### config.mk
export PLATFORM = sky130hd
export DESIGN_NAME = hc_sr04_echo_emulator
export DESIGN_NICKNAME = d
export VERILOG_FILES = /design/src/rtl/hc_sr04_pkg.sv /design/src/rtl/hc_sr04_echo_emulator_sync.sv /design/src/rtl/hc_sr04_echo_emulator.sv
export SDC_FILE = /design/constraint.sdc
export NUM_CORES = 1
export LEC_CHECK = 0
export CELL_PAD_IN_SITES_DETAIL_PLACEMENT = 1
export CELL_PAD_IN_SITES_GLOBAL_PLACEMENT = 1
export CORE_ASPECT_RATIO = 1.2
export CORE_MARGIN = 5
export CORE_UTILIZATION = 40
export CTS_BUF_LIST = sky130_fd_sc_hd__clkbuf_8
export CTS_CLUSTER_SIZE = 40
export DETAILED_ROUTE_END_ITERATION = 7
export GPL_TIMING_DRIVEN = 0
export PLACE_DENSITY = 0.87
export SLEW_MARGIN = 5
export SYNTH_ARGS = -nofsm -noshare
export SYNTH_HDL_FRONTEND = slang
export SYNTH_SLANG_ARGS = --single-unit
### constraint.sdc
create_clock -name clk -period 3.6 [get_ports clk]
set_input_delay 1.08 -clock clk [delete_from_list [all_inputs] [get_ports clk]]
set_output_delay 1.08 -clock clk [all_outputs]
set_load 0.03 [all_outputs]
### src/rtl/hc_sr04_pkg.sv
// Shared types and timing helpers for the HC-SR04 echo emulator.
// Tick conversions are evaluated at elaboration time.
package hc_sr04_pkg;

  typedef enum logic [2:0] {
    ST_IDLE,
    ST_TRIG,
    ST_BURST,
    ST_ECHO,
    ST_HOLDOFF
  } hc_sr04_emu_state_t;

  localparam int CNT_W = 22;
  localparam int SOUND_SPEED_M_S = 340;

  function automatic longint unsigned us_to_ticks(
    input longint unsigned clk_freq,
    input longint unsigned us
  );
    return (clk_freq * us) / 64'd1000000;
  endfunction

  // Round-trip time of flight for a target m metres away.
  function automatic longint unsigned m_to_echo_ticks(
    input longint unsigned clk_freq,
    input real m
  );
    real t;
    t = 2.0 * m / real'(SOUND_SPEED_M_S) * real'(clk_freq);
    return longint'(t);
  endfunction

endpackage

### src/rtl/hc_sr04_echo_emulator_sync.sv
// Multi-stage flop synchronizer for a single asynchronous bit.
// All stages reset to 0.
module bit_synchronizer #(
  parameter int STAGES = 2
) (
  input  logic clk,
  input  logic reset,
  input  logic d,
  output logic q
);

  logic [STAGES-1:0] sr;

  always_ff @(posedge clk or posedge reset) begin
    if (reset) begin
      sr <= '0;
    end else begin
      sr <= {sr[STAGES-2:0], d};
    end
  end

  assign q = sr[STAGES-1];

endmodule

### src/rtl/hc_sr04_echo_emulator.sv
// HC-SR04 responder: validates trigger width, waits the burst delay,
// then drives an echo whose width is the programmed tick count.
module hc_sr04_echo_emulator
  import hc_sr04_pkg::*;
#(
  parameter int unsigned CLK_FREQ    = 100000000,
  parameter int unsigned TRIG_MIN_US = 10,
  parameter int unsigned BURST_US    = 200,
  parameter int unsigned TIMEOUT_US  = 38000,
  parameter int unsigned HOLDOFF_US  = 100,
  parameter int          ECHO_WL     = 32
) (
  input  logic               clk,
  input  logic               reset,
  input  logic               sn_trigger,
  output logic               sn_edge,
  input  logic               cfg_valid,
  input  logic [ECHO_WL-1:0] cfg_ticks,
  input  logic               cfg_no_target,
  output logic               busy,
  output logic               trig_short,
  output logic               trig_ignored,
  output logic [15:0]        ping_count
);

  localparam longint unsigned TRIG_CNT =
    us_to_ticks(CLK_FREQ, TRIG_MIN_US);
  localparam longint unsigned BURST_CNT =
    us_to_ticks(CLK_FREQ, BURST_US);
  localparam longint unsigned TIMEOUT_CNT =
    us_to_ticks(CLK_FREQ, TIMEOUT_US);
  localparam longint unsigned HOLDOFF_CNT =
    us_to_ticks(CLK_FREQ, HOLDOFF_US);

  localparam logic [CNT_W-1:0] TRIG_C  = CNT_W'(TRIG_CNT);
  localparam logic [CNT_W-1:0] BURST_LD = CNT_W'(BURST_CNT - 1);
  localparam logic [CNT_W-1:0] HOLD_LD  = CNT_W'(HOLDOFF_CNT - 1);
  localparam logic [ECHO_WL-1:0] TIMEOUT_W = ECHO_WL'(TIMEOUT_CNT);

  hc_sr04_emu_state_t state;

  logic               trig_s;
  logic               trig_d;
  logic               rise_q;
  logic               fall_q;
  logic [ECHO_WL-1:0] ticks;
  logic               no_target;
  logic [ECHO_WL-1:0] len_sel;
  logic [CNT_W-1:0]   cnt;
  logic [CNT_W-1:0]   echo_len;
  logic               in_op;

  bit_synchronizer #(
    .STAGES(2)
  ) u_sync (
    .clk  (clk),
    .reset(reset),
    .d    (sn_trigger),
    .q    (trig_s)
  );

  // Registered edge pulses: together with the synchronizer this is
  // the three-cycle latency from pin to FSM.
  always_ff @(posedge clk or posedge reset) begin
    if (reset) begin
      trig_d <= 1'b0;
      rise_q <= 1'b0;
      fall_q <= 1'b0;
    end else begin
      trig_d <= trig_s;
      rise_q <= trig_s & ~trig_d;
      fall_q <= ~trig_s & trig_d;
    end
  end

  always_ff @(posedge clk or posedge reset) begin
    if (reset) begin
      ticks     <= '0;
      no_target <= 1'b1;
    end else if (cfg_valid) begin
      ticks     <= cfg_ticks;
      no_target <= cfg_no_target;
    end
  end

  always_comb begin
    len_sel = ticks;
    if (no_target) begin
      len_sel = TIMEOUT_W;
    end else if (ticks == '0) begin
      len_sel = ECHO_WL'(1);
    end else if (ticks > TIMEOUT_W) begin
      len_sel = TIMEOUT_W;
    end
  end

  assign in_op = (state == ST_BURST) ||
                 (state == ST_ECHO) ||
                 (state == ST_HOLDOFF);

  always_ff @(posedge clk or posedge reset) begin
    if (reset) begin
      state        <= ST_IDLE;
      cnt          <= '0;
      echo_len     <= '0;
      sn_edge      <= 1'b0;
      busy         <= 1'b0;
      trig_short   <= 1'b0;
      trig_ignored <= 1'b0;
      ping_count   <= '0;
    end else begin
      trig_short   <= 1'b0;
      trig_ignored <= rise_q & in_op;
      unique case (state)
        ST_IDLE: begin
          if (rise_q) begin
            state <= ST_TRIG;
            cnt   <= CNT_W'(1);
            busy  <= 1'b1;
          end
        end
        ST_TRIG: begin
          if (fall_q) begin
            if (cnt >= TRIG_C) begin
              state      <= ST_BURST;
              cnt        <= BURST_LD;
              echo_len   <= CNT_W'(len_sel);
              ping_count <= ping_count + 16'd1;
            end else begin
              state      <= ST_IDLE;
              busy       <= 1'b0;
              trig_short <= 1'b1;
            end
          end else if (cnt < TRIG_C) begin
            cnt <= cnt + CNT_W'(1);
          end
        end
        ST_BURST: begin
          if (cnt == '0) begin
            state   <= ST_ECHO;
            sn_edge <= 1'b1;
            cnt     <= echo_len - CNT_W'(1);
          end else begin
            cnt <= cnt - CNT_W'(1);
          end
        end
        ST_ECHO: begin
          if (cnt == '0) begin
            state   <= ST_HOLDOFF;
            sn_edge <= 1'b0;
            cnt     <= HOLD_LD;
          end else begin
            cnt <= cnt - CNT_W'(1);
          end
        end
        ST_HOLDOFF: begin
          if (cnt == '0) begin
            state <= ST_IDLE;
            busy  <= 1'b0;
          end else begin
            cnt <= cnt - CNT_W'(1);
          end
        end
        default: begin
          state   <= ST_IDLE;
          busy    <= 1'b0;
          sn_edge <= 1'b0;
        end
      endcase
    end
  end

endmodule

## Word-level counts from Yosys, hierarchy flattened

Index checks and enable logic that the tools add are counted.
W data, S select, Z words.

- Bits in registers: 105
- Latch bits: 0
- RAM bits: 0
- Memory bits (read-only): 0
- Input bits: 37
- Output and inout bits: 20
- Logic and storage cells: 82
- Memories: 0

- $add $sub $neg: 4
- Multiply operators: 0
- Div/mod/pow operators: 0
- Magnitude comparators: 3
- Equal/unequal tests: 13
- Shift operators: 0
- Mux-type cells: 28
- Bitwise logic cells: 7
- Reduce and logical (&&, ||, !) cells: 13

Operator list:

| operator | count |
|---|---|
| $mux W22 | 10 |
| $pmux W22 S5 | 1 |
| $sub A22 B1 Y22 const B | 2 |
| $gt A32 B22 Y1 const B | 1 |
| $logic_not A32 Y1 | 1 |
| $add A22 B1 Y22 const B | 1 |
| $ge A22 B10 Y1 const B | 1 |
| $logic_not A22 Y1 | 1 |
| $lt A22 B10 Y1 const B | 1 |
| $add A16 B1 Y16 const B | 1 |
| $mux W3 | 5 |
| $pmux W3 S5 | 1 |
| $reduce_and A5 Y1 | 3 |
| $mux W1 | 8 |
| $ne A2 B2 Y1 const B | 4 |
| $eq A3 B2 Y1 const B | 2 |
| $ne A2 B1 Y1 const B | 3 |
| $ne A3 B3 Y1 const B | 2 |
| $reduce_and A3 Y1 | 2 |
| $reduce_bool A5 Y1 | 1 |
| $not A1 Y1 | 4 |
| $pmux W1 S4 | 1 |
| $and A1 B1 Y1 | 3 |
| $eq A3 B1 Y1 const B | 1 |
| other kinds (7) | 8 |

## Logic depth before layout (Yosys ltp)

Gate-level depths: netlist (run 1).

- Depth in word-level cells: 4
- Depth in mapped cells: 9
- Depth with buffers taken out: 8

## Hierarchy

A second synthesis (run 1) with hierarchy kept.

- Cells, all modules: 619
- Area total of the unflattened synthesis: 6005.8 um^2

Modules (own cells, without submodules):

| module | instances | cells each | area each (um^2) | sequential area each (um^2) |
|---|---|---|---|---|
| hc_sr04_echo_emulator | 1 | 616 | 5952.0 | 2578.7 |
| bit_synchronizer | 1 | 3 | 53.8 | 50.0 |

## Worst setup path before layout (run 1)

Ideal clock, no wire load.

- Path type: register -> register
- Start point: reg cnt[14]
- End point: reg cnt[17]
- Library setup time: 0.118 ns
- Data arrival time: 2.247 ns
- Required time: 3.482 ns
- Slack: 1.235 ns
- Stages on the path, launching flop included: 10
- Buffers on the path: 3
- Clock period less this slack: 2.365 ns
- Cells stage by stage: dfrtp_1 > buf_6 > or4_4 > buf_6 > nor4_4 > nand2_2 > a221o_1 > buf_6 > o21bai_1 > a21o_1

- Word-level cells in the longest chain between the ends: 4
- Elaborated cells between the ends (all ways): 15
- Classes of those cells: add/sub (2); order compare (2); eq/ne (3); mux (6); reduce/logical (2)

RTL lines:

| what | line | text |
|---|---|---|
| from (decl) | hc_sr04_echo_emulator.sv:49 | `logic [CNT_W-1:0] cnt;` |
| from (signal assigned) | hc_sr04_echo_emulator.sv:135 | `cnt <= cnt + CNT_W'(1);` |
| from (signal assigned) | hc_sr04_echo_emulator.sv:142 | `cnt <= echo_len - CNT_W'(1);` |
| from (signal assigned) | hc_sr04_echo_emulator.sv:144 | `cnt <= cnt - CNT_W'(1);` |
| $add A22 B1 Y22 | hc_sr04_echo_emulator.sv:135 |  |
| $mux W22 | hc_sr04_echo_emulator.sv:134 | `end else if (cnt < TRIG_C) begin` |
| $mux W22 | hc_sr04_echo_emulator.sv:123 | `if (fall_q) begin` |
| $pmux W22 S5 | hc_sr04_echo_emulator.sv:114 | `unique case (state)` |

Several ways; a longest one is shown, not always the timed one. The select of a mux whose other input is x is not followed.
A chain may end at the register's enable or synchronous reset.

## Final worst setup path (run 1)

- Start point: reg cnt[16]
- End point: reg cnt[2]

- Word-level cells in the longest chain between the ends: 3
- Elaborated cells between the ends (all ways): 10
- Classes of those cells: order compare (2); eq/ne (3); mux (3); reduce/logical (2)

RTL lines:

| what | line | text |
|---|---|---|
| $ge A22 B10 Y1, or another cell as far along | hc_sr04_echo_emulator.sv:124 | `if (cnt >= TRIG_C) begin` |
| $ne A3 B3 Y1 (no source line), or another cell as far along | -- |  |
| $reduce_and A5 Y1 (no source line) or $pmux W22 S5 (tied branches) | -- |  |

Several ways; a longest one is shown, not always the timed one.

==> insert_results.sql, run 1 <==
INSERT INTO impl_metrics (metric_group, metric, value, unit) VALUES
('sta', 'totalNegativeSetupSlack', '0', 'ns'),
('pwr', 'cellLeakagePower', '0.002775', 'uW'),
('drt', 'route.vias.total', '5456', ''),
('pwr', 'powerDensity', '658.3', 'mW/mm2'),
('layout', 'fraction_of_final_layout_cells_sized_beyond_drive_strength_1', '0.1216', ''),
('layout', 'area.growth.synth_to_final', '17.67', '%'),
('synth', 'ys_warn_count', '0', ''),
('critical_path', 'worstPathRequired', '3.88', 'ns'),
('global_routing', 'first_global_vias', '5810', ''),
('floorplan', 'overall_die_area', '0.01765', 'mm2'),
('sta', 'worst_clk_skew', '0.01616', 'ns'),
('global_routing', 'gr-max-usage-layer', 'met2', ''),
('critical_path', 'critical_path.startpoint', 'cnt[16]', ''),
('pwr', 'cell_internal_pwr', '2515', 'uW'),
('global_routing', 'global_route.usage.met3', '0.03169', ''),
('placement', 'routabilityCongestion', '0.9665', ''),
('synth', 'synth_top_flop_cell', 'dfrtp_1', ''),
('critical_path', 'critPathArrivalTime', '3.55', 'ns'),
('flow_run', 'cap_violations', '0', ''),
('floorplan', 'chipHeight', '144.5', 'um'),
('clocking', 'postCtsSetupRepairBufs', '0', ''),
('layout', 'postLayoutCellArea', '0.007098', 'mm2'),
('sta', 'max-slew-margin-rel', '0.1714', ''),
('synth', 'synth.most_common_cell', 'dfrtp_1', ''),
('synth', 'list_of_most_frequent_post_synthesis_cells', 'dfrtp_1 (104), nor2_1 (54), o21ai_0 (48)', ''),
('sta', 'worst_slack', '0.3295', 'ns'),
('clocking', 'clock_latency', '0.39', 'ns'),
('synth', 'post_synthesis_async_set_or_reset_flop_share', '1.000', ''),
('pwr', 'seq_power_share', '0.364', ''),
('drt', 'detail_route.vias_per_cell', '5.989', ''),
('drt', 'detail_route.first_pass.iterations', '5', ''),
('clocking', 'cts_sinks', '105', ''),
('global_routing', 'globalRoute.totalOverflow', '0', ''),
('pwr', 'power.switching', '2158', 'uW'),
('placement', 'detailed_placement_wirelength_estimate', '14540', 'um'),
('floorplan', 'placeableCoreArea', '0.01490', 'mm2'),
('critical_path', 'worst_setup_path_end_kind', 'flop', ''),
('drt', 'detail_route.drc_violations', '0', ''),
('outcome', 'run_status', 'completed', ''),
('placement', 'portBuffers', '55', ''),
('synth', 'synthDominantAreaCellType', 'dfrtp_1', ''),
('sta', 'setup_viol_count_final', '0', ''),
('sta', 'worst_pin_slew', '1.233', 'ns'),
('global_routing', 'antenna_found_initial', '0', ''),
('placement', 'post-place-ws', '0.2377', 'ns'),
('clocking', 'cts_buffer_depth', '2', ''),
('global_routing', 'grt_max_degree', '42', ''),
('synth', 'post_synthesis_net_count', '676', ''),
('drt', 'finalWirelength', '19090', 'um'),
('layout', 'ff_latch_area', '0.002629', 'mm2'),
('pwr', 'power.switching_fraction', '0.4619', ''),
('clocking', 'cts.repair.resized', '0', ''),
('layout', 'multiInputGateArea', '0.003189', 'mm2'),
('placement', 'post_place_cell_area', '0.006882', 'mm2'),
('floorplan', 'num_io_pins', '57', ''),
('critical_path', 'critPathMaxFanout', '10', ''),
('sta', 'slew_viol_final', '0', ''),
('clocking', 'cts_root_buffer', 'clkbuf_8', ''),
('synth', 'synth.top_cell.area_share', '0.4314', ''),
('critical_path', 'crit_path_start_kind', 'flop', ''),
('sta', 'post-route-period-util', '0.9085', ''),
('clocking', 'post_cts_hold_buffer_count', '0', ''),
('synth', 'fraction_of_the_yosys_area_taken_by_sequential_cells', '0.4358', ''),
('clocking', 'cts-htree-levels', '3', ''),
('drt', 'wl_per_cell', '20.96', 'um'),
('layout', 'fillers', '1694', ''),
('clocking', 'tritoncts_clock_tree', 'done', ''),
('layout', 'antenna_cells_inserted', '0', ''),
('synth', 'synth-edff-count', '0', ''),
('synth', 'syn-mean-instance-area', '9.514', 'um2'),
('critical_path', 'r2r-start', 'cnt[16]', '');
metal layers:
metal / routed length [um] / part of all wire
met3: 936 / 0.049
met5: 0 / 0
met1: 7437 / 0.39
met2: 10080 / 0.53
met4: 643 / 0.034
worst max-delay path, cell delays in order, from the launching register on:
cell and delay [ns]:
dfrtp_1 0.40, clkbuf_1 0.24, nor4_1 0.61, nand4_1 0.51
o21ai_0 0.55, o211a_2 0.43, buf_2 0.29, o21ai_0 0.13
sequential cells by signal, indices dropped and copies added, names as in the netlist:
name,count
ticks,32
cnt,22
echo_len,22
ping_count,16
state,3
u_sync.sr,2
busy,1
fall_q,1
no_target,1
rise_q,1
sn_edge,1
trig_d,1
trig_ignored,1
trig_short,1
metrics by stage:
stage	utilization	power, uW	std cells	hold slack, ns
floorplan	-	3140	634	0.3312
global placement	0.4592	3758	893	0.3365
detailed placement	0.4619	3865	895	0.3557
CTS	0.4759	4636	911	0.3835
global route	0.4764	4945	911	0.3873
finish	0.4764	4673	911	0.3770
power groups by stage:
stage | clock network [uW] | logic (uW) | registers (uW)
finish | 771 | 2200 | 1700
global route | 836 | 2370 | 1730
CTS | 783 | 2160 | 1690
detailed placement | 0 | 2150 | 1720
global placement | 0 | 2070 | 1690
floorplan | 0 | 1470 | 1670
worst paths after layout:
| check | end | slack [ns] | cells after the start |
|---|---|---|---|
| max | cnt[2] | 0.33 | 7 |
| min | u_sync.sr[1] | 0.38 | 0 |
| max reg2reg | cnt[2] | 0.33 | 7 |
| min reg2reg | u_sync.sr[1] | 0.38 | 0 |
| max in group asynchronous | cnt[17] | 1.59 | 4 |
| min in group asynchronous | ticks[27] | 1.11 | 2 |
cells by family (layout without fill, tap and decap cells):
family,Yosys count,count (layout),share of synthesized area
flip-flops,105,105,0.4358
adder cells (fa/ha/maj),5,5,0.01037
buffers and inverters,50,123,0.03692
AO/OA/AOI/OAI,146,146,0.1641
multiplexers,34,34,0.06306
AND/OR/NAND/NOR,252,252,0.2288
XOR/XNOR,42,42,0.06098
cells in the final DEF (no fill, tap or decap), drive strengths merged, types with 4 or more instances in the layout:
cell type / netlist / final
or3: 14 / 14
buf: 17 / 19
nor2b: 4 / 4
o22ai: 4 / 4
a211oi: 6 / 6
clkbuf: 21 / 31
and3: 6 / 6
nor4: 29 / 29
a22o: 10 / 10
xor2: 22 / 22
mux2: 32 / 32
o21a: 5 / 5
or4: 8 / 8
and4: 4 / 4
nand2b: 5 / 5
or2: 4 / 4
nor3: 35 / 35
o22a: 13 / 13
clkdlybuf4s50: 0 / 55
dfrtp: 104 / 104
o21ai: 52 / 52
and2: 4 / 4
a21oi: 17 / 17
nor2: 54 / 54
nand2: 38 / 38
nand4: 20 / 20
a31oi: 4 / 4
ha: 5 / 5
xnor2: 20 / 20
o31ai: 5 / 5
inv: 12 / 14
nand3: 18 / 18
area by class of cell:
type	count	share of cell area
sequential	105	0.3704
buffer	38	0.02503
timing repair buffer	57	0.08320
tap	204	0.03596
inverter	12	0.006875
clock inverter	6	0.009871
multi-input combinational	479	0.4493
clock buffer	10	0.01939
(Power assumes the default switching activity.)
==> inputs of run 2 (changes only) <==
Settings changed: PLACE_DENSITY 0.87 to 0.84.
Clock period 3.6 ns to 3.7 ns, I/O delays scaled along.
==> run 2 against run 1 <==
Against the previous run:
- cell area decreased by 0.16%
- die area unchanged
- non-clock buffer count grew 1
- clock power decreased by 6.1%
- critical path depth increased by 1
- sequential power fell by 3%
- via count is 1.4% lower
- highest routed layer unchanged
==> insert_results.sql, run 2 (same netlist as run 1, synthesis figures left out) <==
INSERT INTO impl_metrics (metric_group, metric, value, unit) VALUES
('flow_run', 'cap_violations', '0', ''),
('global_routing', 'track_usage', '0.2212', ''),
('sta', 'slew_viol_final', '0', ''),
('layout', 'final_cell_mix', 'dfrtp_1 (104), clkdlybuf4s50_1 (55), nor2_1 (54), o21ai_0 (48), nand2_1 (37)', ''),
('sta', 'max_clock_freq', '301.3', 'MHz'),
('critical_path', 'r2r-start', 'cnt[16]', ''),
('global_routing', 'grt_first_pass_wirelength', '30420', 'um'),
('drt', 'finalWirelength', '18870', 'um'),
('drt', 'detail_route.drc_violations', '0', ''),
('layout', 'largest-register', 'ticks', ''),
('sta', 'post-route-period-util', '0.8971', ''),
('outcome', 'run_status', 'completed', ''),
('clocking', 'cts_buffer_depth', '2', ''),
('drt', 'drt_iter0_markers', '315', ''),
('min_path', 'worst_hold_path_type', 'reg2reg', ''),
('clocking', 'cts_made_buffers', '9', ''),
('clocking', 'cts-htree-levels', '3', ''),
('global_routing', 'grt_max_degree', '36', ''),
('global_routing', 'first_global_vias', '5756', ''),
('clocking', 'tritoncts_clock_tree', 'done', ''),
('floorplan', 'chipHeight', '144.5', 'um'),
('critical_path', 'critical_path_class', 'reg2reg', ''),
('floorplan', 'num_rows', '49', ''),
('sta', 'max-slew-margin-rel', '0.2138', ''),
('critical_path', 'critPathMaxFanout', '10', ''),
('clocking', 'cts_sinks', '105', ''),
('sta', 'worst_pin_slew', '1.170', 'ns'),
('floorplan', 'num_io_pins', '57', ''),
('min_path', 'hold_depth', '0', ''),
('clocking', 'post_cts_hold_buffer_count', '0', ''),
('clocking', 'cts.reportedPaths.clkPinSlew', '0.12', 'ns'),
('pwr', 'powerDensity', '636.2', 'mW/mm2'),
('sta', 'setup_viol_count_final', '0', ''),
('min_path', 'timing.hold.worst.start', 'u_sync.sr[0]', ''),
('critical_path', 'crit_path_start_kind', 'flop', ''),
('floorplan', 'dieWidth', '122.1', 'um'),
('clocking', 'postCtsSetupRepairBufs', '0', ''),
('floorplan', 'placeableCoreArea', '0.01490', 'mm2'),
('clocking', 'cts.repair.resized', '0', ''),
('pwr', 'vdd_ir_drop_max', '285.1', 'uV'),
('sta', 'totalNegativeSetupSlack', '0', 'ns'),
('sta', 'timing_hold_violations_final', '0', ''),
('floorplan', 'overall_die_area', '0.01765', 'mm2'),
('layout', 'final_common_cell', 'dfrtp_1', ''),
('clocking', 'cts_root_buffer', 'clkbuf_8', ''),
('layout', 'biggestRegsByFlops', 'ticks (32), cnt (22), echo_len (22)', ''),
('placement', 'portBuffers', '55', ''),
('layout', 'antenna_cells_inserted', '0', ''),
('global_routing', 'antenna_found_initial', '0', ''),
('sta', 'timing.final.crit_period', '3.319', 'ns'),
('critical_path', 'timing.rr.end', 'cnt[19]', ''),
('layout', 'num-nets-final', '745', ''),
('critical_path', 'critPathArrivalTime', '3.62', 'ns'),
('critical_path', 'reg2regPathDepth', '8', ''),
('global_routing', 'globalRoute.totalOverflow', '0', ''),
('critical_path', 'r2r_setup_slack', '0.38', 'ns'),
('drt', 'route.vias.total', '5379', ''),
('drt', 'detail_route.vias_per_cell', '5.898', ''),
('layout', 'largest_register_ffs', '32', ''),
('floorplan', 'initial_utilization', '0.4049', ''),
('drt', 'ant_nets', '0', ''),
('drt', 'wl_per_cell', '20.69', 'um'),
('min_path', 'hold-path-endpoint', 'u_sync.sr[1]', ''),
('critical_path', 'worstPathRequired', '4.00', 'ns'),
('pwr', 'design_power_total', '4508', 'uW'),
('drt', 'detail_route.first_pass.iterations', '5', ''),
('sta', 'worst_clk_skew', '0.01485', 'ns'),
('placement', 'routabilityCongestion', '0.9472', ''),
('critical_path', 'worst_setup_path_end_kind', 'flop', ''),
('placement', 'detailed_placement_wirelength_estimate', '14550', 'um'),
('layout', 'fraction_of_final_layout_cells_sized_beyond_drive_strength_1', '0.1215', ''),
('pwr', 'cellLeakagePower', '0.002777', 'uW'),
('sta', 'rsz0062_at_grt', 'false', ''),
('clocking', 'clock_latency', '0.41', 'ns'),
('layout', 'area.growth.synth_to_final', '17.49', '%');
==> run 2: cell count changes in the layout (fill, tap and decap cells not counted) <==
| cell | change |
|---|---|
| inv_8 | +1 |
| o31ai_4 | -1 |
| buf_12 | +1 |
| clkbuf_8 | -1 |
| inv_1 | +1 |
| o31ai_2 | +1 |
| clkinv_4 | +1 |
| clkinv_8 | -2 |
==> run 2: final cells by class <==
class                      instances  area [um2]
sequential                       105        2629
tap                              204       255.2
clock buffer                       9       123.9
multi-input combinational        479        3181
inverter                          12       48.80
clock inverter                     7       61.31
fill                            1691        7811
timing repair buffer              58       610.6
buffer                            38       177.7
==> run 2: per-stage QoR <==
step | util | worst slack, ns | cells | cell area (um2) | hold WS [ns]
CTS | 0.4757 | 0.4177 | 912 | 7087 | 0.3663
detailed placement | 0.4633 | 0.4395 | 896 | 6902 | 0.3395
floorplan | - | 1.331 | 634 | 6036 | 0.3312
finish | 0.4757 | 0.3806 | 912 | 7087 | 0.3697
global route | 0.4757 | 0.09013 | 912 | 7087 | 0.3825
global placement | 0.4592 | 0.3116 | 893 | 6842 | 0.3352
==> run 2: worst max path at each step <==
stage | start | to | slack (ns) | cells after the start
6_report | cnt[16] | cnt[19] | 0.38 | 8
5_1_grt | cnt[0] | cnt[19] | 0.09 | 9
4_1_cts | cnt[16] | cnt[19] | 0.42 | 8
3_5_place_dp | cnt[16] | cnt[19] | 0.44 | 8
3_3_place_gp | reset | cnt[21] | 0.31 | 2
2_1_floorplan | reset | busy | 1.33 | 1
==> run 2: power by group <==
group | switching [uW] | total, uW | internal [uW]
Sequential | 283 | 1650 | 1370
Clock | 465 | 724 | 260
Combinational | 1340 | 2130 | 791
Total | 2090 | 4510 | 2420
==> run 2: metal layers <==
layer / up-vias / part of all wire / wire, um / global-route usage
li1: 2497 / - / - / -
met1: 2711 / 0.39 / 7399 / 0.2522
met3: 31 / 0.044 / 829 / 0.03521
met2: 140 / 0.54 / 10230 / 0.4194
met4: 0 / 0.021 / 401 / 0.07252
met5: - / 0 / 0 / 0
==> run 2: worst max-delay path, cell delays in order, from the launching register on <==
cell      delay [ns]
dfrtp_1         0.39
clkbuf_1        0.22
nor4_1          0.58
nand4_1         0.45
o31ai_2         0.77
buf_2           0.40
a21oi_1         0.07
a211oi_1        0.21
o21ai_0         0.11
==> inputs of run 3 (changes only) <==
Clock period 3.7 ns to 3.5 ns, I/O delays scaled along.
==> run 3 against run 2 <==
Against the previous run:
- sequential cell count did not move
- cell count did not move
- clock skew hardly changed
- largest power group unchanged
==> insert_results.sql, run 3 (same netlist as run 1, synthesis figures left out) <==
INSERT INTO impl_metrics (metric_group, metric, value, unit) VALUES
('sta', 'max_clock_freq', '306.6', 'MHz'),
('drt', 'detail_route.drc_violations', '0', ''),
('global_routing', 'globalRoute.totalOverflow', '0', ''),
('floorplan', 'placeableCoreArea', '0.01490', 'mm2'),
('sta', 'worst_pin_slew', '1.218', 'ns'),
('layout', 'area.growth.synth_to_final', '17.63', '%'),
('drt', 'drt_iter0_markers', '267', ''),
('global_routing', 'grt_max_degree', '36', ''),
('placement', 'detailed_placement_wirelength_estimate', '14550', 'um'),
('critical_path', 'worstPathRequired', '3.78', 'ns'),
('pwr', 'design_power_total', '4784', 'uW'),
('clocking', 'clock_latency', '0.41', 'ns'),
('layout', 'fillers', '1691', ''),
('critical_path', 'critPathMaxFanout', '10', ''),
('layout', 'biggestRegsByFlops', 'ticks (32), cnt (22), echo_len (22)', ''),
('min_path', 'worst_hold_path_type', 'reg2reg', ''),
('drt', 'wl_per_cell', '20.72', 'um'),
('sta', 'slew_viol_final', '0', ''),
('pwr', 'cellLeakagePower', '0.002779', 'uW'),
('critical_path', 'critical_path_class', 'reg2reg', ''),
('clocking', 'cts.reportedPaths.clkPinSlew', '0.11', 'ns'),
('critical_path', 'crit_path_start_kind', 'flop', ''),
('critical_path', 'critical_path.startpoint', 'cnt[16]', ''),
('critical_path', 'r2r_setup_slack', '0.24', 'ns'),
('clocking', 'cts_made_buffers', '9', ''),
('placement', 'post-place-ws', '0.2395', 'ns'),
('floorplan', 'num_io_pins', '57', ''),
('floorplan', 'num_rows', '49', ''),
('layout', 'layout.core_utilization', '0.4763', ''),
('sta', 'worst_slack', '0.2387', 'ns'),
('layout', 'fraction_of_final_layout_cells_sized_beyond_drive_strength_1', '0.1215', ''),
('clocking', 'tritoncts_clock_tree', 'done', ''),
('floorplan', 'initial_utilization', '0.4049', ''),
('drt', 'detail_route.vias_per_cell', '5.965', ''),
('clocking', 'cts-htree-levels', '3', ''),
('drt', 'route.vias.total', '5440', ''),
('sta', 'rsz0062_at_grt', 'false', ''),
('pwr', 'powerDensity', '674.2', 'mW/mm2'),
('sta', 'timing_hold_violations_final', '0', ''),
('outcome', 'run_status', 'completed', ''),
('critical_path', 'critPathCapture', 'cnt[3]', ''),
('critical_path', 'timing.rr.end', 'cnt[3]', ''),
('global_routing', 'grt_first_pass_wirelength', '30420', 'um'),
('critical_path', 'reg2regPathDepth', '7', ''),
('critical_path', 'worst_setup_path_end_kind', 'flop', ''),
('layout', 'final_cell_mix', 'dfrtp_1 (104), clkdlybuf4s50_1 (55), nor2_1 (54), o21ai_0 (48), nand2_1 (37)', ''),
('clocking', 'cts_root_buffer', 'clkbuf_8', ''),
('clocking', 'cts_sinks', '105', ''),
('sta', 'setup_viol_count_final', '0', ''),
('drt', 'finalWirelength', '18900', 'um'),
('layout', 'antenna_cells_inserted', '0', ''),
('placement', 'post_place_cell_area', '0.006902', 'mm2'),
('floorplan', 'chipHeight', '144.5', 'um'),
('critical_path', 'critPathArrivalTime', '3.54', 'ns'),
('sta', 'max-slew-margin-rel', '0.1817', ''),
('sta', 'timing.final.crit_period', '3.261', 'ns'),
('global_routing', 'first_global_vias', '5756', ''),
('floorplan', 'overall_die_area', '0.01765', 'mm2'),
('layout', 'largest_register_ffs', '32', ''),
('flow_run', 'cap_violations', '0', ''),
('global_routing', 'track_usage', '0.2212', ''),
('layout', 'num-nets-final', '745', ''),
('layout', 'postLayoutCellArea', '0.007096', 'mm2'),
('clocking', 'cts_buffer_depth', '2', ''),
('layout', 'final_common_cell', 'dfrtp_1', ''),
('drt', 'detail_route.first_pass.iterations', '5', ''),
('pwr', 'vdd_ir_drop_max', '300.0', 'uV'),
('sta', 'worst_clk_skew', '0.01490', 'ns'),
('placement', 'routabilityCongestion', '0.9472', ''),
('floorplan', 'dieWidth', '122.1', 'um'),
('critical_path', 'r2r-start', 'cnt[16]', ''),
('global_routing', 'antenna_found_initial', '0', ''),
('sta', 'totalNegativeSetupSlack', '0', 'ns'),
('layout', 'largest-register', 'ticks', ''),
('drt', 'ant_nets', '0', ''),
('placement', 'portBuffers', '55', ''),
('sta', 'post-route-period-util', '0.9318', '');
==> run 3: changes by cell type in the layout (fill, tap and decap cells not counted) <==
| cell | change |
|---|---|
| o31ai_2 | -1 |
| o31ai_4 | +1 |
==> run 3: critical path, stage by stage, from the launching register on <==
cell	delay (ns)
dfrtp_1	0.40
clkbuf_1	0.23
nor4_1	0.58
nand4_1	0.48
o21ai_0	0.56
o211a_2	0.45
buf_2	0.30
o21ai_0	0.14
==> run 3: worst min path at each step <==
stage,cells past startpoint,to,from,slack [ns]
2_1_floorplan,0,u_sync.sr[1],u_sync.sr[0],0.33
3_3_place_gp,0,u_sync.sr[1],u_sync.sr[0],0.34
3_5_place_dp,0,u_sync.sr[1],u_sync.sr[0],0.34
4_1_cts,0,u_sync.sr[1],u_sync.sr[0],0.37
5_1_grt,0,u_sync.sr[1],u_sync.sr[0],0.38
6_report,0,u_sync.sr[1],u_sync.sr[0],0.37
==> run 3: routing by layer <==
layer | part of all wire | GRT usage | routed length, um
met3 | 0.046 | 0.03521 | 863
met4 | 0.025 | 0.07252 | 477
met2 | 0.54 | 0.4194 | 10120
met5 | 0 | 0 | 0
met1 | 0.39 | 0.2522 | 7434
==> run 3: area by class of cell <==
class,count,area [um2],area share
clock buffers,9,123.9,0.01746
plain buffers,38,177.7,0.02504
clock inverters,7,61.31,0.008640
repair buffers,58,610.6,0.08605
multi-input cells,479,3189,0.4495
well taps,204,255.2,0.03597
flip-flops and latches,105,2629,0.3705
inverters,12,48.80,0.006877
==> run 3: timing repair <==
item / 4_1_cts / 5_1_grt
setup buffers: 0 / 0
setup endpoints to repair: 0 / 10
resized for setup: 0 / 1
hold buffers: 0 / 0
==> run 3: stage by stage <==
step / instances / hold slack (ns)
3_3_place_gp: 893 / 0.3352
6_report: 912 / 0.3696
4_1_cts: 912 / 0.3663
3_5_place_dp: 896 / 0.3395
2_1_floorplan: 634 / 0.3312
5_1_grt: 912 / 0.3825
==> run 3: report_power, final <==
group          internal (uW)  switching [uW]  leakage (uW)
Sequential              1450             303       0.00130
Clock                    274             489     0.0000994
Combinational            840            1430       0.00138
